## src/rtl/palette_colorizer.sv

```systemverilog
// rtl/palette_colorizer.sv - 8-entry writable palette colourizer with icon blink and 2-stage pixel pipeline
module palette_colorizer #(
    parameter int RW           = 3,
    parameter int GW           = 3,
    parameter int BW           = 2,
    parameter int BLINK_FRAMES = 30
) (
    input  logic                  i_clock,
    input  logic                  i_rst,
    input  logic                  i_video_on,
    input  logic [1:0]            i_world_pixel,
    input  logic [1:0]            i_icon,
    input  logic                  i_frame_tick,
    input  logic                  i_blink_en,
    input  logic                  i_pal_wr_en,
    input  logic [2:0]            i_pal_wr_addr,
    input  logic [RW+GW+BW-1:0]   i_pal_wr_data,
    output logic                  o_pal_wr_ack,
    output logic [RW-1:0]         o_red,
    output logic [GW-1:0]         o_green,
    output logic [BW-1:0]         o_blue,
    output logic                  o_video_on_out
);

    localparam int CW = RW + GW + BW;

    localparam logic [RW-1:0] R_ONES = '1;
    localparam logic [GW-1:0] G_ONES = '1;
    localparam logic [BW-1:0] B_ONES = '1;
    localparam logic [RW-1:0] R_ZERO = '0;
    localparam logic [GW-1:0] G_ZERO = '0;
    localparam logic [BW-1:0] B_ZERO = '0;
    localparam logic [RW-1:0] R_MSB  = ~(R_ONES >> 1);
    localparam logic [GW-1:0] G_MSB  = ~(G_ONES >> 1);
    localparam logic [BW-1:0] B_MSB  = ~(B_ONES >> 1);
    localparam logic [7:0]    BLINK_LAST = 8'(BLINK_FRAMES - 1);

    function automatic logic [CW-1:0] reset_entry(input logic [2:0] a);
        case (a)
            3'd0:    reset_entry = {R_ONES, G_ONES, B_ONES};
            3'd2:    reset_entry = {R_ONES, G_ZERO, B_ZERO};
            3'd3:    reset_entry = {R_MSB,  G_MSB,  B_MSB};
            3'd4:    reset_entry = {R_MSB,  G_ZERO, B_ZERO};
            3'd5:    reset_entry = {R_ZERO, G_ONES, B_ONES};
            3'd6:    reset_entry = {R_ONES, G_ZERO, B_ONES};
            default: reset_entry = '0;
        endcase
    endfunction

    logic [CW-1:0] r_pal [8];
    logic          r_ack;
    logic [7:0]    r_blink_cnt;
    logic          r_blink_phase;
    logic          r_s1_video_on;
    logic [2:0]    r_s1_idx;
    logic [RW-1:0] r_red;
    logic [GW-1:0] r_green;
    logic [BW-1:0] r_blue;
    logic          r_video_on_out;

    logic          w_suppress;
    logic [2:0]    w_idx;
    logic [CW-1:0] w_entry;

    // Blanking wins, then a visible icon, then the map underneath.
    assign w_suppress = i_blink_en & r_blink_phase;
    always_comb begin
        w_idx = {1'b0, i_world_pixel};
        if (!i_video_on) begin
            w_idx = 3'd7;
        end else if (i_icon != 2'd0 && !w_suppress) begin
            w_idx = 3'd3 + {1'b0, i_icon};
        end
    end

    always_ff @(posedge i_clock) begin
        if (i_rst) begin
            for (int i = 0; i < 8; i++) begin
                r_pal[i] <= reset_entry(3'(i));
            end
            r_ack <= 1'b0;
        end else begin
            if (i_pal_wr_en) begin
                r_pal[i_pal_wr_addr] <= i_pal_wr_data;
            end
            r_ack <= i_pal_wr_en;
        end
    end

    always_ff @(posedge i_clock) begin
        if (i_rst || !i_blink_en) begin
            r_blink_cnt   <= 8'd0;
            r_blink_phase <= 1'b0;
        end else if (i_frame_tick) begin
            if (r_blink_cnt == BLINK_LAST) begin
                r_blink_cnt   <= 8'd0;
                r_blink_phase <= ~r_blink_phase;
            end else begin
                r_blink_cnt <= r_blink_cnt + 8'd1;
            end
        end
    end

    // Stage 2 reads the palette before any same-edge write lands.
    assign w_entry = r_pal[r_s1_idx];

    always_ff @(posedge i_clock) begin
        if (i_rst) begin
            r_s1_video_on  <= 1'b0;
            r_s1_idx       <= 3'd0;
            r_red          <= '0;
            r_green        <= '0;
            r_blue         <= '0;
            r_video_on_out <= 1'b0;
        end else begin
            r_s1_video_on  <= i_video_on;
            r_s1_idx       <= w_idx;
            r_red          <= w_entry[CW-1:GW+BW];
            r_green        <= w_entry[GW+BW-1:BW];
            r_blue         <= w_entry[BW-1:0];
            r_video_on_out <= r_s1_video_on;
        end
    end

    assign o_pal_wr_ack   = r_ack;
    assign o_red          = r_red;
    assign o_green        = r_green;
    assign o_blue         = r_blue;
    assign o_video_on_out = r_video_on_out;

endmodule

```

## config.mk

```make
export PLATFORM = sky130hd
export DESIGN_NAME = palette_colorizer
export DESIGN_NICKNAME = d
export VERILOG_FILES = /design/src/rtl/palette_colorizer.sv
export SDC_FILE = /design/constraint.sdc
export NUM_CORES = 1
export LEC_CHECK = 0
export ABC_AREA = 1
export CAP_MARGIN = 20
export CORE_ASPECT_RATIO = 1.5
export CORE_MARGIN = 2
export CORE_UTILIZATION = 52
export CTS_CLUSTER_SIZE = 40
export DETAILED_ROUTE_END_ITERATION = 7
export GPL_TIMING_DRIVEN = 1
export PLACE_DENSITY = 0.74
export SYNTH_ARGS = -nofsm -noshare
export SYNTH_HDL_FRONTEND = slang
export SYNTH_SLANG_ARGS = --single-unit
```

## constraint.sdc

```tcl
create_clock -name i_clock -period 1.3 [get_ports i_clock]
set_clock_uncertainty 0.2 [all_clocks]
set_input_delay 0.195 -clock i_clock [delete_from_list [all_inputs] [get_ports i_clock]]
set_output_delay 0.195 -clock i_clock [all_outputs]
set_load 0.02 [all_outputs]
```

Yosys cells after proc, flatten, opt, wreduce, memory -nomap -nowiden. Memory sizes are Yosys's and may differ from the RTL's. A register that Yosys moved wholly into a read port is not among the register bits. Index checks and enable logic that the tools add are counted.

Bitwise gates (word level): 2. Muxes and demuxes: 18. Add/sub/neg operators: 2. Reductions and logical operators: 7. Eq/ne operators: 1.

Operator list (count): 2-to-1 mux 8 bit (9); 2-to-1 mux 3 bit (3); adder 8 x 1 -> 8 bit, second input constant (1); == test 8 x 5 -> 1 bit, second input constant (1); OR reduction 8 bit (1); 2-to-1 mux 1 bit (6); adder 2 x 2 -> 3 bit, first input constant (1); zero test 1 bit (2); AND reduction 2 bit (1); nonzero test 2 bit (1); bitwise AND 1 bit (1); logical AND 1 bit (1); logical OR 1 bit (1); inverter 1 bit (1).

Register bits: 15. Bits of input ports: 21. RAM bits: 64. Memories kept: 1. Output and inout bits: 10. Word-level logic and storage cells: 37.

Memory list: r_pal (words 8, width 8, read ports 1, clocked after memory_dff 1, wr ports 8, RTL line 50) `logic [CW-1:0] r_pal [8];`.

Depth between registers and ports, before layout. Gate-level depths: netlist (run 1).

Depth in word-level cells: 5. Gate-level depth with buffers: 9. Gate-level depth less buffers: 7.

Worst setup path before layout (run 1). OpenSTA, ideal clock, no wires.

Path type: input to register. From: input i_pal_wr_addr[2]. To: memory r_pal[4][0] (netlist name), enable pin. Stages: 4. Library setup time: 0.329 ns. Path slack: -0.085 ns. Arrival: 0.857 ns. Path buffers: 0. Required time: 0.771 ns. Cell sequence: inv_1 -> nor2_1 -> nand2_4 -> nand2_1.

RTL lines: start: declaration (RTL line 16) `input logic [2:0] i_pal_wr_addr,`; end: declaration (RTL line 50).

Worst setup path in the final report (run 1).
From: register r_blink_cnt[0]. To: register r_blink_cnt[6].

Longest elaborated chain between the ends: 2. Elaborated cells on any way between the ends: 3. Classes of those cells: add/sub (1); eq/ne (1); mux (1).

Ends and longest elaborated chain: start: declaration (RTL line 52) `logic [7:0] r_blink_cnt;`; start signal: assignment (RTL line 99) `r_blink_cnt <= r_blink_cnt + 8'd1;`; adder 8 x 1 -> 8 bit or == test 8 x 5 -> 1 bit (tied branches) (RTL line 99, 95); 2-to-1 mux 8 bit * (RTL line 95) `if (r_blink_cnt == BLINK_LAST) begin`.

Mark *: on every way between the ends. The rest lies on a longest branch, timed or not. A chain may end at the register's enable or synchronous reset.

==> run_results.csv, run 1 <==
group,metric,value,unit
sta,rsz0062_at_grt,"yes",
setup_path,slowest_stage,"dfxtp_4",
yosys,syn_area,4110,um^2
yosys,async_reset_ff_share,0,%
placement,pre_cts_ws,-0.614,ns
clock_network,clk-insertion-delay-late,0.34,ns
route,drt-wirelength-per-cell,15.0,um
global_routing,grt_max_degree,33,
yosys,yosysTopAreaCell,"edfxtp_1",
clock_network,cts.sinks,87,
power_and_ir_drop,power_leakage,2.52,nW
layout,nets,565,
layout,antennaDiodeCount,0,
power_and_ir_drop,ir_worst_vdd,1.02,mV
clock_network,clk_pin_slew_worst_paths,0.06,ns
placement,hpwl,6370,um
setup_path,crit_chain,"ha_4 -> nand4_1 -> nor2_2 -> nand2_1 -> nand2_1 -> nor2_1",
floorplan,core_area,7660,um^2
route,wl_met2,5180,um
worst_hold_path,min_path_type,"in -> reg",
floorplan,dieArea,8640,um^2
setup_path,crit_path_start,"r_blink_cnt[0]",
setup_path,path_max_fanout,3,
global_routing,track_usage,22.7,%
setup_path,crit_top_cell,"nand2_1",
clock_network,cts.path.max_buffers,2,
global_routing,grt_pass1_wl,14900,um
route,via_per_inst,5.10,
yosys,synth_cell_types,26,
route,topRoutingLayerUsed,"met4",
yosys,ys_ff_latch,87,
layout,area_growth,31.3,%
floorplan,die_w,76.6,um
sta,tightestPinTransition,0.293,ns
clock_network,htree_levels,3,
setup_path,arrival,1.39,ns
sta,relSlewSlack,80.5,%
route,ant_nets,0,
floorplan,num_rows,39,
layout,n_fill_cell,569,
setup_path,reg2reg_to,"r_blink_cnt[6]",
route,wl,9720,um
layout,layout_common_cells,"146 x nand2_1, 65 x nor2_1, 64 x edfxtp_1",
yosys,synth_fp_nets,494,
floorplan,start_util,53.6,%
run_status,violations,"setup timing",
setup_path,slowest_delay,0.38,ns
yosys,syn_avg_cell_area,8.76,um^2
sta,layout_setup_ws,-0.0560,ns
route,dr_total_vias,3298,
floorplan,io_pins,31,
setup_path,cp-start-kind,"flip-flop",
yosys,synth-edff-count,64,
layout,final_common_cell,"nand2_1",
sta,fin_crit_sh,104,%
clock_network,root_buffer,"clkbuf_16",
global_routing,grt_antenna_before_repair,0,
layout,layout.cells.non_filler,647,
sta,min_period,1.36,ns
clock_network,cts_buffers,9,
setup_path,reg2reg_depth,6,
yosys,yosysTopAreaCellShare,46.8,%
route,dr_wl_met3,645,um
route,drc,0,
power_and_ir_drop,power_density,1220,nW/um^2
sta,fmax,0.737,GHz
yosys,synth_area_leaders,"edfxtp_1 47%, nand2_1 15%, dfxtp_1 11%",
route,drtPass1Iterations,7,
placement,gp_congestion,0.886,
route,drt-initial-drc-count,302,
global_routing,gr-total-overflow,0,
sta,hold_viol_final,0,
layout,drive_gt1_share,26.6,%
yosys,syn_inst,469,
setup_path,path_class,"reg -> reg",
layout,final_util,70.4,%
setup_path,cp-end-kind,"flip-flop",
run_status,run_status,"finished with violations",
flow_run,drv_cap,0,
sta,setup_viol,16,
placement,port_buffers,30,
yosys,yosysSeqAreaShare,58.0,%
setup_path,r2r_slack,-0.06,ns
setup_path,endpoint,"r_blink_cnt[6]",
route,wl_met1,3560,um
floorplan,die_height,113,um
yosys,ys.warnings.count,0,
sta,drv_slew,0,
clock_network,cts_tree,"done",
global_routing,grt_pass1_vias,3135,
power_and_ir_drop,total_power,6.58,mW
setup_path,r2r-start,"r_blink_cnt[0]",
yosys,ys.flop_type,"edfxtp_1",
placement,dp_cells,624,
setup_path,crit_required,1.34,ns
[power by group]
part / internal [mW] / leakage [nW] / switching (mW)
combinational: 0.360 / 1.56 / 0.535
sequential: 3.14 / 0.815 / 0.0597
clock: 1.47 / 0.149 / 1.01
[metrics by stage]
step / hold WS (ns) / TNS (ns) / instance area [um^2]
6_report: 0.101 / -0.336 / 5390
3_3_place_gp: 0.196 / -66.48 / 4840
3_5_place_dp: 0.204 / -69.98 / 4840
5_1_grt: 0.129 / -1.39 / 5390
4_1_cts: 0.112 / -0.0624 / 5200
2_1_floorplan: 0.0641 / -1.58 / 4120
[sequential cells by signal (all words and copies together), names as in the netlist]
signal	flops
r_pal	64
r_blink_cnt	8
o_green	3
o_red	3
r_s1_idx	3
o_blue	2
o_pal_wr_ack	1
o_video_on_out	1
r_blink_phase	1
r_s1_video_on	1
[what timing repair did]
item,in CTS,in global routing
setup endpoints to repair,157,48
pin swaps,7,22
resized for setup,68,48
setup buffers,2,2
cloned,0,2
endpoints found under the hold margin,0,1
hold buffers,0,1
[synth_stat cells, types with 2 or more instances]
library cell    n
dfxtp_1        23
nor2_1         74
nand2_2         3
ha_1            4
xor2_1          3
nand2_4         9
inv_1          59
inv_4           4
buf_6           5
a21oi_1         5
buf_4           3
nor2_8          2
edfxtp_1       64
nand2_1       167
buf_2           4
inv_2           5
nand3_1        26
[worst min path at each step]
stage	cells past startpoint	end	start
2_1_floorplan	1	r_s1_idx[0]	i_rst
3_3_place_gp	2	o_video_on_out	r_s1_video_on
3_5_place_dp	2	o_video_on_out	r_s1_video_on
4_1_cts	3	r_s1_idx[0]	i_rst
5_1_grt	5	o_pal_wr_ack	i_rst
6_report	5	o_pal_wr_ack	i_rst
[layout make-up]
cell class              count  area (um^2)  share of cell area [%]
multi-input cells         301         1570                    29.1
repair buffers             73          736                    13.6
clock buffers               9          225                    4.18
clock inverters             7         63.8                    1.18
flip-flops and latches     87         2390                    44.3
well taps                 102          128                    2.37
inverters                  68          282                    5.22
[cell families after synthesis]
group,Yosys count,share of synthesized area (%)
xor+xnor,4,0.853
flops,87,58.0
compound gates,7,0.914
fa+ha+maj,4,1.22
simple gates,286,30.0
buf+inv,81,8.96
[metal layers]
layer / vias up / global-route usage (%)
met1: 1537 / 25.3
met4: 0 / 10.9
li1: 1585 / -
met3: 30 / 5.02
met2: 146 / 41.0
met5: - / 0
[worst max-delay path, delay by kind of cell (launching register included)]
family / cells / cell delay [ns]
adders and majority gates: 1 / 0.14
and+or+nand+nor: 5 / 0.53
DFF: 1 / 0.38
Power figures use the tool's default switching activity.
==> run 2: changes to the inputs <==
--- a/config.mk
+++ b/config.mk
@@ -7,13 +7,15 @@
 export LEC_CHECK = 0
 export ABC_AREA = 1
 export CAP_MARGIN = 20
+export CELL_PAD_IN_SITES_DETAIL_PLACEMENT = 2
+export CELL_PAD_IN_SITES_GLOBAL_PLACEMENT = 2
 export CORE_ASPECT_RATIO = 1.5
 export CORE_MARGIN = 2
-export CORE_UTILIZATION = 52
+export CORE_UTILIZATION = 32
 export CTS_CLUSTER_SIZE = 40
 export DETAILED_ROUTE_END_ITERATION = 7
 export GPL_TIMING_DRIVEN = 1
-export PLACE_DENSITY = 0.74
+export PLACE_DENSITY = 0.73
 export SYNTH_ARGS = -nofsm -noshare
 export SYNTH_HDL_FRONTEND = slang
 export SYNTH_SLANG_ARGS = --single-unit
==> run 2 against run 1 <==
The flow still finishes with violations (setup timing); critical endpoint is now o_blue[0]; register-to-register slack lost 0.05 ns; wire length grew 43%; clock power grew 3%.
==> run_results.csv, run 2 (same netlist as run 1, synthesis figures left out) <==
group,metric,value,unit
run_status,run_status,"finished with violations",
run_status,violations,"setup timing",
worst_hold_path,min_path_type,"in -> reg",
global_routing,met1_usage,23.9,%
floorplan,num_rows,50,
sta,min_period,1.40,ns
power_and_ir_drop,total_power,6.78,mW
floorplan,die_height,143,um
sta,fmax,0.713,GHz
setup_path,path_max_fanout,21,
power_and_ir_drop,power_leakage,2.64,nW
power_and_ir_drop,power_density,1200,nW/um^2
layout,nets,575,
route,drt-wirelength-per-cell,19.6,um
clock_network,clk_pin_slew_worst_paths,0.07,ns
sta,holdWs,0.0631,ns
setup_path,cp-end-kind,"flip-flop",
placement,hpwl,9530,um
layout,n_fill_cell,1365,
sta,tightestPinTransition,0.309,ns
route,drt-initial-drc-count,117,
sta,layout_setup_ws,-0.103,ns
global_routing,met3_usage,3.69,%
layout,largest_reg_flops,64,
layout,final_common_cell,"nand2_1",
route,drc,0,
route,wl,13900,um
placement,dp_cells,688,
layout,area_growth,37.6,%
floorplan,dieArea,13800,um^2
global_routing,top_usage_layer,"met2",
layout,layout_common_cells,"133 x nand2_1, 64 x nor2_1, 64 x edfxtp_1",
setup_path,crit_chain,"buf_12 -> buf_12 -> nand2_1 -> nand2_1 -> nand2_1 -> nand2_1 -> nor2_2 -> nor2_1",
sta,setup_viol,17,
setup_path,arrival,1.44,ns
setup_path,cp-start-kind,"flip-flop",
clock_network,clk-insertion-delay-late,0.35,ns
route,ant_nets,0,
worst_hold_path,worst_hold_path.num_cells,3,
global_routing,grt_max_degree,22,
route,dr_total_vias,3360,
floorplan,die_w,96.5,um
clock_network,cts.sinks,87,
global_routing,gr-total-overflow,0,
layout,drive_gt1_share,31.7,%
sta,drv_slew,0,
setup_path,slowest_stage,"dfxtp_2",
global_routing,grt_pass1_wl,21600,um
floorplan,start_util,32.8,%
clock_network,htree_levels,3,
setup_path,path_class,"reg -> reg",
sta,fin_crit_sh,108,%
sta,hold_viol_final,0,
layout,reg_top3,"r_pal (64), r_blink_cnt (8)",
floorplan,core_area,12500,um^2
global_routing,met2_usage,41.2,%
clock_network,cts_hold_buf,0,
layout,layout.cells.non_filler,711,
route,via_per_inst,4.73,
clock_network,cts_buffers,9,
clock_network,root_buffer,"clkbuf_16",
flow_run,drv_cap,0,
placement,pre_cts_ws,-0.679,ns
sta,relSlewSlack,79.4,%
global_routing,track_usage,21.9,%
power_and_ir_drop,ir_worst_vdd,0.705,mV
layout,regMostFlops,"r_pal",
setup_path,crit_top_cell,"nand2_1",
setup_path,crit_required,1.34,ns
placement,port_buffers,30,
global_routing,grt_antenna_before_repair,0,
route,drtPass1Iterations,4,
clock_network,cts_tree,"done",
layout,antennaDiodeCount,0,
setup_path,reg2reg_depth,8,
clock_network,cts.path.max_buffers,2,
setup_path,slowest_delay,0.33,ns
floorplan,io_pins,31,
placement,gp_congestion,0.772,
global_routing,grt_pass1_vias,3845,
sta,rsz0062_at_grt,"yes",
run 2: cell types whose count changed in the layout (fill, tap and decap cells not counted), sizes merged, moves of 2 or more:
cell,change
dlymetal6s2s,+3
inv,+6
buf,+13
clkbuf,-2
dlygate4sd2,-2
clkdlybuf4s50,-2
clkinv,-6
run 2: repair_timing:
action / CTS / global route
setup endpoints to repair: 155 / 43
buffers inserted: 4 / 2
resized for setup: 105 / 44
cloned: 2 / 0
pin swaps: 19 / 30
run 2: path summary, 6_finish.rpt:
check                start        endpoint  slack, ns
max            r_s1_idx[0]       o_blue[0]      -0.10
min                  i_rst     r_s1_idx[0]       0.06
max reg2reg    r_s1_idx[0]       o_blue[0]      -0.10
min reg2reg  r_s1_video_on  o_video_on_out       0.21
run 2: routing by layer:
| metal | share of wire [%] | wire, um | vias up |
|---|---|---|---|
| met5 | 0 | 0 | - |
| met4 | 2.5 | 346 | 0 |
| met3 | 2.6 | 364 | 22 |
| met2 | 57 | 7940 | 66 |
| met1 | 38 | 5250 | 1666 |
| li1 | - | - | 1606 |
run 2: cell type report:
type	instances	area (um^2)	area share, %
Clock buffer	9	225	3.99
Inverter	68	280	4.96
Clock inverter	7	62.6	1.11
Multi-Input combinational cell	301	1620	28.6
Timing Repair Buffer	83	877	15.5
Sequential cell	87	2390	42.4
Tap cell	156	195	3.45
run 2: report_power, final:
group	switching [mW]	internal (mW)	total [mW]	leakage (nW)
Combinational	0.606	0.398	1.00	1.68
Sequential	0.0745	3.14	3.22	0.816
Clock	1.22	1.34	2.56	0.140
run 2: critical path: cells and delay by family, from the launching register on:
kind / cells / cell delay (ns)
buf+inv: 2 / 0.28
flops: 1 / 0.33
simple gates: 6 / 0.47
run 2: per-stage QoR:
step           instance area [um^2]  TNS (ns)  utilization, %
2_1_floorplan                  4120     -1.58               -
3_3_place_gp                   5020    -67.23            40.1
3_5_place_dp                   5020    -76.26            40.1
4_1_cts                        5520    -0.650            44.1
5_1_grt                        5650     -2.24            45.2
6_report                       5650    -0.965            45.2
